$ cat src/rtl/icache_ctrl.sv
// Direct-mapped, read-only instruction cache controller driving shared-port valid/tag/data SRAMs.
// A miss fetches a 32-byte line, refills all three arrays in one write and answers from the captured line.
module icache_ctrl #(
    parameter  int S_INDEX = 4,
    localparam int TAG_W   = 32 - 5 - S_INDEX
) (
    input  logic               clk0,
    input  logic               rst0,
    input  logic               ufp_req,
    input  logic [31:0]        ufp_addr,
    output logic [31:0]        ufp_rdata,
    output logic               ufp_resp,
    output logic               dfp_read,
    output logic [31:0]        dfp_addr,
    input  logic [255:0]       dfp_rdata,
    input  logic               dfp_resp,
    output logic               arr_csb,
    output logic               arr_web,
    output logic [S_INDEX-1:0] arr_addr,
    output logic               valid_din,
    input  logic               valid_dout,
    output logic [TAG_W-1:0]   tag_din,
    input  logic [TAG_W-1:0]   tag_dout,
    output logic [255:0]       data_din,
    input  logic [255:0]       data_dout
);

    typedef enum logic [1:0] {
        IDLE,
        LOOKUP,
        MISS,
        FILL
    } state_e;

    state_e       state_q, state_d;
    logic [31:2]  addr_q, addr_d;
    logic [255:0] line_q, line_d;

    logic [TAG_W-1:0]   addr_tag;
    logic [S_INDEX-1:0] addr_idx;
    logic [2:0]         addr_word;
    logic               hit;
    logic [255:0]       src_line;
    logic               unused_byte_offset;

    assign addr_tag  = addr_q[31:5+S_INDEX];
    assign addr_idx  = addr_q[4+S_INDEX:5];
    assign addr_word = addr_q[4:2];
    assign hit       = valid_dout && (tag_dout == addr_tag);

    // Fetches are word-granular; the byte offset never affects the result.
    assign unused_byte_offset = ^ufp_addr[1:0];

    assign valid_din = 1'b1;
    assign tag_din   = addr_tag;
    assign data_din  = line_q;
    assign ufp_rdata = src_line[{addr_word, 5'b0} +: 32];

    always_ff @(posedge clk0) begin
        if (rst0) begin
            state_q <= IDLE;
            addr_q  <= '0;
            line_q  <= '0;
        end else begin
            state_q <= state_d;
            addr_q  <= addr_d;
            line_q  <= line_d;
        end
    end

    always_comb begin
        state_d  = state_q;
        addr_d   = addr_q;
        line_d   = line_q;
        ufp_resp = 1'b0;
        dfp_read = 1'b0;
        dfp_addr = '0;
        arr_csb  = 1'b1;
        arr_web  = 1'b1;
        arr_addr = '0;
        src_line = data_dout;
        case (state_q)
            IDLE: begin
                if (ufp_req) begin
                    addr_d   = ufp_addr[31:2];
                    arr_csb  = 1'b0;
                    arr_addr = ufp_addr[4+S_INDEX:5];
                    state_d  = LOOKUP;
                end
            end
            LOOKUP: begin
                if (hit) begin
                    ufp_resp = 1'b1;
                    state_d  = IDLE;
                end else begin
                    state_d  = MISS;
                end
            end
            MISS: begin
                dfp_read = 1'b1;
                dfp_addr = {addr_q[31:5], 5'b0};
                if (dfp_resp) begin
                    line_d  = dfp_rdata;
                    state_d = FILL;
                end
            end
            FILL: begin
                // Answer from the captured line; the array write only lands at the next edge.
                arr_csb  = 1'b0;
                arr_web  = 1'b0;
                arr_addr = addr_idx;
                ufp_resp = 1'b1;
                src_line = line_q;
                state_d  = IDLE;
            end
            default: state_d = IDLE;
        endcase
    end

endmodule
$ cat config.mk
export PLATFORM = sky130hd
export DESIGN_NAME = icache_ctrl
export DESIGN_NICKNAME = d
export VERILOG_FILES = /design/src/rtl/icache_ctrl.sv
export SDC_FILE = /design/constraint.sdc
export NUM_CORES = 1
export LEC_CHECK = 0
export CELL_PAD_IN_SITES_DETAIL_PLACEMENT = 0
export CELL_PAD_IN_SITES_GLOBAL_PLACEMENT = 2
export CORE_AREA = 2 2 365 367
export DETAILED_ROUTE_END_ITERATION = 16
export DIE_AREA = 0 0 367 369
export GPL_ROUTABILITY_DRIVEN = 0
export PLACE_DENSITY = 0.54
export SYNTH_ARGS = -nofsm -noshare
export SYNTH_HDL_FRONTEND = slang
export SYNTH_SLANG_ARGS = --single-unit
export TNS_END_PERCENT = 50
$ cat constraint.sdc
create_clock -name clk0 -period 3.87 [get_ports clk0]
set_input_delay 0.387 -clock clk0 [delete_from_list [all_inputs] [get_ports clk0]]
set_output_delay 0.387 -clock clk0 [all_outputs]
set_load 0.1 [all_outputs]
==> flow_summary.toml <==
[outcome]
status = "completed"

[layout]
fin_util = 0.2079
final_net_count = 3099
areaGrowthSynthToFinish_pct = 90.71
drive_gt1_frac = 0.1388
fill_cells = 14630

[sta]
hold_viol_final = 0
finClkSkew_ns = 0.03195
drv_slew = 0
post-route-min-period_ns = 3.625
setup_tns_ns = 0
relSlewSlack = 0.2447
finalSetupViolCount = 0
rsz0062_at_grt = "no"
holdWs_ns = 0.3150
worst_pin_slew_ns = 1.129
fmax_mhz = 275.9
worst_slack_ns = 0.2450
fin_crit_sh = 0.9367

[worst_hold_path]
hold_depth = 2
hp-class = "in -> reg"
hp-start = "rst0"
min_to = "data_din[94]"

[detailed_routing]
routedWlPerCell_um = 24.77
vias = 15922
drtAntennaViolNets = 0
drcViolationCount = 0
drt-total-wl_um = 106800
routed_via_density = 3.691
dr.pass1.iters = 5
drtIter0Drc = 727

[synth]
synth_edf_count = 0
synth.top_cells.by_count = "610 x nand2_1, 291 x a21oi_1, 288 x dfxtp_1, 128 x mux4_2, 95 x clkbuf_1"
synth_area_um2 = 14290
synth-seq-cells = 288
yosysWarnings = 0
synth.avg_cell_area_um2 = 8.736
synthTopCellsByArea = "dfxtp_1 40%, mux4_2 20%, nand2_1 16%"
yosys_most_used_dff = "dfxtp_1"
synthArstFlopShare = 0
yosysMostFrequentCell = "nand2_1"
syn_inst = 1636
ys_seq_area_frac = 0.4034
synth_top_area_share = 0.4034
synth_top_area_cell = "dfxtp_1"
yosysUniqueCellTypes = 25

[clock_network]
cts_resized = 0
h-tree-depth = 2
cts_root_buf = "clkbuf_16"
clock-sinks = 288
clock_latency_ns = 0.60
cts_buffer_depth = 3
numCtsBuffers = 42
cts_tree = "built"
clk_pin_slew_ns = 0.06

[worst_setup_path]
critPathSlowestCell = "a22oi_1"
worstPathMaxFanout = 38
start_kind = "flop"
reg2reg_slack_ns = 1.85
end_kind = "primary output"
path_buf_inv = 2
r2r_end = "data_din[137]"
crit_family = "compound AO/OA/AOI/OAI gates"
crit_arrival_ns = 3.24
cpPeakStageDelay_ns = 0.57
worst-path-stages = 6
critical_path.cell_chain = "ha_4, buf_12, mux4_2, a22oi_1, nand2_1, buf_4"
critical_path_class = "reg -> out"
r2r_cells = 7
timing.rr.start = "state_q[0]"
required_ns = 3.48

[global_routing]
grt_start_max_net_pins = 95
antenna_found_initial = 21
grt-ovfl-total = 0
track_usage = 0.1511
grt_pass1_vias = 16376
grt_first_pass_wirelength_um = 142200

[die]
chipHeight_um = 369
placementRows = 133
initial_core_util = 0.1090
ios = 924
chipWidth_um = 367
die-area_um2 = 135400
coreArea_um2 = 131100

[power]
p_comb_frac = 0.314
power.density_nw_per_um2 = 370.7
fin_total_pwr_uw = 10100
leakagePower_uw = 0.008883
clockPowerShare = 0.376
p_seq_frac = 0.310
switchingPower_uw = 3633
p_int_uw = 6471
ir_drop_mv = 0.2453
swShare = 0.3595

[placement]
dp_hpwl_um = 86390
numPortBuffers = 915
place_ws_ns = 0.7213

[run]
maxCapViolations = 0
## how the worst max path moves through the flow
stage	startpoint	end	slack (ns)
final	state_q[0]	ufp_rdata[4]	0.25
after global routing	state_q[0]	ufp_rdata[21]	0.06
after CTS	addr_q[2]	ufp_rdata[22]	0.05
after detailed placement	addr_q[2]	ufp_rdata[22]	0.72
after global placement	addr_q[2]	ufp_rdata[22]	0.71
after floorplan	state_q[0]	arr_addr[0]	0.86
## power groups by stage
| stage | registers, uW | logic [uW] | clock network [uW] |
|---|---|---|---|
| 6_report | 3140 | 3170 | 3800 |
| 5_1_grt | 3150 | 3310 | 4090 |
| 4_1_cts | 3150 | 3200 | 4000 |
| 3_5_place_dp | 3220 | 3190 | 0 |
| 3_3_place_gp | 3220 | 3190 | 0 |
| 2_1_floorplan | 3470 | 1420 | 0 |
## logic make-up (layout without fill, tap and decap cells)
logic type | Yosys count | after routing | share of synthesized area
buffers and inverters | 174 | 1085 | 0.05848
adders and majority gates | 4 | 4 | 0.003502
and+or+nand+nor | 658 | 658 | 0.1808
DFF | 288 | 288 | 0.4034
other | 2 | 14 | 0.0005255
muxes | 128 | 128 | 0.2017
xor gates and xnor gates | 23 | 23 | 0.01409
AOI/OAI and AO/OA | 359 | 359 | 0.1375
## registers in the layout, indices dropped and copies added, names as in the netlist, named ones only
name	cells
state_q	1
data_din	256
addr_q	30
## final cells by class
class,instances,area [um^2],area share
multi-input cells,1178,7752,0.2844
clock inverters,8,76.32,0.002800
flip-flops and latches,288,5769,0.2117
repair buffers,1010,10240,0.3756
inverters,3,11.26,0.0004131
clock buffers,64,1195,0.04384
well taps,1755,2196,0.08056
diodes,8,20.02,0.0007345
## through the flow
step                instance area (um^2)  cells
floorplan                          14310   1640
global placement                   25900   4227
detailed placement                 25900   4227
CTS                                27170   4299
global route                       27240   4307
finish                             27260   4314
## layout by cell type, fill, tap and decap left out, types with 2 or more instances in the layout
cell type        netlist  routed
clkdlybuf4s50_1        0     848
nand2_1              610     609
a21oi_1              291     291
dfxtp_1              288     287
mux4_2               128     128
buf_4                 37     119
a22oi_1               64      64
clkbuf_16              0      43
buf_12                 0      42
and2_1                30      28
xnor2_1               23      23
clkbuf_1              95      17
diode_2                0       8
nand4_1                6       6
conb_1                 2       6
clkbuf_8               0       4
inv_1                  3       3
nand2b_1               3       3
ha_1                   4       3
clkinv_2               0       3
clkinvlp_4             0       3
nor2_1                 3       2
a31oi_1                2       2
nor2b_4                0       2
## timing repair
action | CTS | global route
buffers inserted | 0 | 7
setup endpoints to repair | 0 | 1
endpoints found under the hold margin | 0 | 0
hold buffers | 0 | 0
## per-layer routing
metal,vias to the layer above,track usage,wire (um)
li1,7419,-,-
met1,7787,0.1892,45680
met2,599,0.2560,51660
met3,99,0.04455,7656
met4,18,0.03034,1729
met5,-,0,111
Note: power is estimated with default switching activity, not from simulation.
